### config.mk
export PLATFORM = sky130hd
export DESIGN_NAME = mult_seq_hilo
export DESIGN_NICKNAME = d
export VERILOG_FILES = /design/src/rtl/mult_seq_hilo.sv
export SDC_FILE = /design/constraint.sdc
export NUM_CORES = 1
export LEC_CHECK = 0
export BUFFER_PORTS_ARGS = -buffer_cell sky130_fd_sc_hd__clkbuf_2
export CORE_MARGIN = 3
export CORE_UTILIZATION = 53
export CTS_CLUSTER_DIAMETER = 200
export DETAILED_ROUTE_END_ITERATION = 6
export GPL_TIMING_DRIVEN = 0
export PLACE_DENSITY = 0.78
export RECOVER_POWER = 25
export SYNTH_ARGS = -nofsm -noshare
export SYNTH_HDL_FRONTEND = slang
export SYNTH_SLANG_ARGS = --single-unit
### constraint.sdc
create_clock -name CLK -period 4 [get_ports CLK]
set_input_delay 0.8 -clock CLK [delete_from_list [all_inputs] [get_ports CLK]]
set_output_delay 0.8 -clock CLK [all_outputs]
set_load 0.01 [all_outputs]
### src/rtl/mult_seq_hilo.sv
// Sequential signed WIDTH x WIDTH multiplier with architectural HI/LO registers.
// Radix-2 shift-add on operand magnitudes, sign fixed up at the final write.
// Accepts a new multiply in IDLE or DONE, so back-to-back multiplies are possible.
module mult_seq_hilo #(
  parameter int WIDTH = 32,
  parameter int CNT_W = 5
) (
  input  logic             CLK,
  input  logic             RST,
  input  logic             start,
  input  logic [WIDTH-1:0] op_a,
  input  logic [WIDTH-1:0] op_b,
  input  logic             mthi,
  input  logic             mtlo,
  input  logic [WIDTH-1:0] wr_data,
  input  logic             rd_req,
  output logic             busy,
  output logic             done,
  output logic             stall,
  output logic [WIDTH-1:0] hi_out,
  output logic [WIDTH-1:0] lo_out
);

  typedef enum logic [1:0] {IDLE, RUN, DONE} state_t;

  state_t             state;
  logic [WIDTH-1:0]   mcand;
  logic [WIDTH-1:0]   mplier;
  logic [WIDTH-1:0]   hi;
  logic [WIDTH-1:0]   lo;
  logic [2*WIDTH-1:0] acc;
  logic [2*WIDTH-1:0] acc_nxt;
  logic [2*WIDTH-1:0] prod;
  logic [WIDTH:0]     sum;
  logic [WIDTH-1:0]   a_mag;
  logic [WIDTH-1:0]   b_mag;
  logic               neg;
  logic [CNT_W-1:0]   cnt;

  // Magnitudes of the operands; the most negative value maps to itself,
  // which is its correct unsigned magnitude.
  always_comb begin
    a_mag = op_a[WIDTH-1] ? (~op_a + 1'b1) : op_a;
    b_mag = op_b[WIDTH-1] ? (~op_b + 1'b1) : op_b;
  end

  // One shift-add step: conditional add into the upper half, carry shifts in at the top.
  always_comb begin
    sum     = {1'b0, acc[2*WIDTH-1:WIDTH]} + (mplier[0] ? {1'b0, mcand} : '0);
    acc_nxt = {sum, acc[WIDTH-1:1]};
    prod    = neg ? (~acc_nxt + 1'b1) : acc_nxt;
  end

  // Control FSM, datapath registers and HI/LO, all with registered outputs.
  always_ff @(posedge CLK) begin
    if (RST) begin
      state  <= IDLE;
      mcand  <= '0;
      mplier <= '0;
      acc    <= '0;
      neg    <= 1'b0;
      cnt    <= '0;
      hi     <= '0;
      lo     <= '0;
      busy   <= 1'b0;
      done   <= 1'b0;
    end else begin
      done <= 1'b0;
      case (state)
        IDLE, DONE: begin
          if (mthi) hi <= wr_data;
          if (mtlo) lo <= wr_data;
          if (start) begin
            mcand  <= a_mag;
            mplier <= b_mag;
            neg    <= op_a[WIDTH-1] ^ op_b[WIDTH-1];
            acc    <= '0;
            cnt    <= '0;
            busy   <= 1'b1;
            state  <= RUN;
          end else begin
            state  <= IDLE;
          end
        end
        RUN: begin
          acc    <= acc_nxt;
          mplier <= mplier >> 1;
          cnt    <= cnt + 1'b1;
          if (cnt == CNT_W'(WIDTH - 1)) begin
            hi    <= prod[2*WIDTH-1:WIDTH];
            lo    <= prod[WIDTH-1:0];
            busy  <= 1'b0;
            done  <= 1'b1;
            state <= DONE;
          end
        end
        default: state <= IDLE;
      endcase
    end
  end

  assign stall  = busy & rd_req;
  assign hi_out = hi;
  assign lo_out = lo;

endmodule

# == After elaboration in Yosys (flattened, before gate mapping) ==
# Cells that the tools add are included.
# Widths: inputs -> output; s select.
# classes
n_mul,0
addsub,5
shift,0
mux,23
n_reduce_logical,9
bitwise_logic,6
magnitude_cmp,0
n_eq_ne,7
div,0
# op_table
op,count
$mux 32,8
$pmux 32 s2,3
$mux 64,2
$pmux 64 s2,1
$add 32x1->32 const B,2
$add 64x1->64 const B,1
$not 32->32,2
$not 64->64,1
$add 32x32->33,1
$pmux 5 s2,1
$reduce_and 3->1,3
$ne 2x2->1 const B,4
$add 5x1->5 const B,1
$eq 5x5->1 const B,1
$mux 5,1
$mux 1,4
$pmux 2 s2,1
$reduce_and 2->1,2
$reduce_or 2->1,2
$eq 2x1->1 const B,1
$eq 2x2->1 const B,1
$logic_not 2->1,1
$mux 2,1
$pmux 1 s2,1
other kinds (4),4
# word_totals
romBits,0
wordCells,60
inputBits,102
latch_bits,0
regBits,202
output_inout_bits,67
mem_count,0
mem_bits_rw,0

# == Logic depth before layout (Yosys ltp) ==
# logic_depth
word_depth,7
depth_mapped,16
mapped_depth_nobuf,14

# == Least setup slack after synthesis ==
# Ideal clock, no wire load.
# synth_timing
kind,reg2reg
from,register mplier[0]
to,register hi[29] (netlist: hi_out[29])
path_stages_with_launch,16
synth_period_minus_slack_ps,4306
slack_ps,-306
arrival_time_ps,4191
setup_ps,115
cell_sequence,dfxtp_1 > clkbuf_1 > and2_1 > ha_1 > fa_1 > a211oi_2 > o211ai_1 > a31oi_1 > o31ai_1 > a2111oi_0 > and4b_1 > or4_1 > or4_1 > o41ai_2 > xnor2_1 > a21bo_2
# synth_via
elab_chain_cells,7
# synth_rtl
element,line,text
from (decl),28,logic [WIDTH-1:0] mplier;
from (signal assigned),75,mplier <= b_mag;
from (signal assigned),87,mplier <= mplier >> 1;
$mux 32 (*),49,"sum = {1'b0, acc[2*WIDTH-1:WIDTH]} + (mplier[0] ? {1'b0, mcand} : '0);"
$add 32x32->33 (*),49,
$not 64->64,51,prod = neg ? (~acc_nxt + 1'b1) : acc_nxt;
$add 64x1->64,51,
$mux 64 (*),51,
$mux 32 (*),89,if (cnt == CNT_W'(WIDTH - 1)) begin
$pmux 32 s2 (*),69,case (state)
to (signal assigned),71,if (mthi) hi <= wr_data;
to (signal assigned),90,hi <= prod[2*WIDTH-1:WIDTH];
to (decl),29,logic [WIDTH-1:0] hi;
# Mark *: on every way between the ends. The rest lies on a longest branch, timed or not. The select of a mux whose other input is x is not followed.
# A chain may end at the register's enable or synchronous reset.

# == Worst setup path in the final report ==
# layout_timing
from,register mplier[0]
to,register hi[26] (netlist: hi_out[26])
# Same word-level chain as after synthesis.

==> flow_summary.yaml <==
critical_path:
  slowest_delay_ns: 0.58
  cp_num_buf_inv: 5
  cp_max_fo: 7
  reg2reg_depth: 18
  cp.depth: 18
  worstPathCellList: "buf_8 > and2_4 > ha_4 > fa_2 > a211oi_4 > buf_4 > o211ai_1 > a31oi_2 > buf_4 > o31ai_4 > buf_4 > xor2_2 > or4_4 > or3b_1 > buf_6 > o41ai_4 > xor2_2 > a221oi_2"
  worstPathRequired_ns: 4.43
  path_class: "reg -> reg"
  crit_path_top_delay_cell: "or4_4"
  crit_family: "compound AO/OA/AOI/OAI gates"
  end_kind: "flop"
  cp.arrival_ns: 5.04
  worst_path_most_repeated_cell: "buf_4"
  cp-start-kind: "flop"
synth:
  avgSynthCellArea_um2: 7.94
  ys.flop_type: "dfxtp_1"
  yosysSeqAreaShare_pct: 33.6
  ys_warn_count: 0
  syn_nets: 1649
  yosysMostFrequentCell: "nor2_1"
  ys_ff_latch: 201
  synthTopCellsByCount: "nor2_1, dfxtp_1, a21oi_1, nand2_1, a22oi_1"
  synth_cell_types: 65
  synth_edf_count: 0
  async_flop_share_pct: 0
  synth_cells: 1509
  synthTopCellsByArea: "dfxtp_1, nor2_1, xor2_1"
  netlist_area_mm2: 0.0120
  synth_area_leader_cell: "dfxtp_1"
  synth_top_area_share_pct: 33.6
sta:
  max_freq_mhz: 217
  drv_slew: 0
  final.setup.tns_ns: -6.72
  rsz0062_at_grt: "true"
  post-route-period-util_pct: 115
  setup_slack_ns: -0.612
  max_slew_margin_pct: 32.3
  hold_viol: 0
  tightest_slew_ns: 1.01
  period_needed_ns: 4.61
  clock_skew_ns: 0.0205
  setup_viol: 18
pwr:
  leakage_nw: 5.77
  irDropWorstVdd_v: 0.000244
  swShare_pct: 30.6
  pwr-share-clk_pct: 37.9
  p_int_mw: 3.64
  p_seq_share_pct: 41.5
  switching_power_mw: 1.60
  cellPowerDensity_mw_per_mm2: 356
  combPwrFrac_pct: 20.6
clock_tree:
  clock-sinks: 201
  htree_levels: 1
  path_clk_slew_ns: 0.06
  numCtsBuffers: 22
  clk_latency_ns: 0.53
  ctsRootBufferMaster: "clkbuf_16"
  cts_tree: "built"
  clockBufferDepth: 3
die:
  fp-row-count: 54
  die-width_um: 156
  core_area_mm2: 0.0220
  num_io_pins: 169
  die-area_mm2: 0.0244
  die_y_um: 156
  start_util_pct: 54.4
cells_and_area:
  fillCellCount: 1862
  stdcell_count: 2026
  fin_util_pct: 66.8
  insertedDiodeCount: 0
  syn2layout_area_growth_pct: 22.9
  nNetsFinal: 1872
  drive_gt1_share_pct: 16.0
global_route:
  grt.total_usage_pct: 30.5
  grt_pass1_vias: 11400
  grt_pass1_wl_um: 60500
  grt-ovfl-total: 0
  grt_max_degree: 15
  antenna_found_initial: 0
place:
  hpwl_um: 29300
  port_buffers: 167
  dp_cells: 1957
  globalplace.congestion: 0.977
  place_ws_ns: -0.789
routing:
  vias: 12400
  routedWlPerCell_um: 19.6
  drc: 2
  ant_nets: 0
  dr.pass1.iters: 7
  drt-initial-drc-count: 1149
  via_per_inst: 6.13
  routed_wl_um: 39600
job:
  drv_cap: 0
hold_path:
  worstHoldPathType: "reg -> reg"
  hold_depth: 2
status:
  failed_checks: "design-rule violations, negative setup slack"
  status: "complete, but fails checks"
## metal layers
layer  track usage (%)  routed length [um]  vias to the layer above
met5                 0                   0                        -
met4              12.1                1700                        0
met3              4.89                3710                      109
met2              49.6               17700                      585
met1              40.8               16500                     5791
li1                  -                   -                     5929
## worst reg2reg max path, delay by kind of cell (launching register included)
kind | cells | cell delay (ns)
compound gates | 6 | 1.32
xor+xnor | 2 | 0.40
fa+ha+maj | 2 | 0.54
buf+inv | 5 | 0.74
flops | 1 | 0.38
simple gates | 3 | 1.14
## kinds of logic after synthesis
family,after synthesis,share of synthesized area [%]
compound gates,485,27.1
xor+xnor,144,10.5
fa+ha+maj,38,4.03
buf+inv,120,3.86
flops,201,33.6
mux,5,0.418
simple gates,516,20.5
## cell usage in the layout, fill, tap and decap left out, types with 11 or more instances in the layout
| cell | instances |
|---|---|
| or3_1 | 13 |
| or4_1 | 16 |
| clkbuf_1 | 150 |
| xnor2_1 | 54 |
| clkbuf_16 | 22 |
| buf_4 | 30 |
| xor2_1 | 72 |
| o31ai_1 | 31 |
| dfxtp_1 | 200 |
| o21ai_0 | 57 |
| a22oi_1 | 89 |
| a21oi_1 | 127 |
| buf_1 | 14 |
| nor3_1 | 17 |
| inv_1 | 14 |
| nor2_1 | 216 |
| a211oi_1 | 72 |
| o41ai_1 | 11 |
| nand2b_1 | 11 |
| clkbuf_2 | 106 |
| ha_1 | 32 |
| and2_1 | 34 |
| nand2_1 | 129 |
## state kept, by name, indices dropped and copies added (netlist names)
register / cells
hi_out: 32
done: 1
neg: 1
acc: 63
mplier: 32
state: 2
mcand: 32
busy: 1
lo_out: 32
cnt: 5
## per-stage QoR
step	instance area [um2]	hold WS [ns]	power, mW
final	14700	0.456	5.24
after CTS	14600	0.457	5.20
after global routing	14700	0.485	5.41
after floorplan	12100	0.427	2.78
after global placement	13300	0.437	3.10
after detailed placement	13300	0.446	3.13
## layout make-up
type                    instances  area, um2  share of cell area [%]
multi-input cells            1188       8140                    55.3
flip-flops and latches        201       4030                    27.4
repair buffers                201       1030                    7.01
clock buffers                  30        601                    4.08
plain buffers                 104        430                    2.92
well taps                     280        350                    2.38
clock inverters                 8       86.3                   0.586
inverters                      14       52.6                   0.357
## worst paths after layout
| path | startpoint | to | slack (ns) |
|---|---|---|---|
| worst min register to register | mcand[29]$_SDFFE_PP0P_ | mcand[29]$_SDFFE_PP0P_ | 0.46 |
| worst min-delay path | mcand[29]$_SDFFE_PP0P_ | mcand[29]$_SDFFE_PP0P_ | 0.46 |
| worst max-delay path | mplier[0]$_SDFFE_PP0P_ | hi_out[26]$_SDFFE_PP0P_ | -0.61 |
| worst max register to register | mplier[0]$_SDFFE_PP0P_ | hi_out[26]$_SDFFE_PP0P_ | -0.61 |
## power by group through the flow
stage / logic [mW] / registers, mW / clock network [mW]
after floorplan: 0.563 / 2.22 / 0
after global placement: 0.892 / 2.21 / 0
after detailed placement: 0.909 / 2.22 / 0
after CTS: 1.03 / 2.17 / 2.00
after global routing: 1.16 / 2.18 / 2.07
final: 1.08 / 2.17 / 1.99
## repair_timing
item / 4_1_cts / 5_1_grt
gates resized for setup: 78 / 34
pin swaps: 43 / 36
buffers inserted: 28 / 9
hold buffers: 0 / 0
setup endpoints to repair: 17 / 23
hold endpoints to repair: 0 / 0
(Power assumes the default switching activity.)
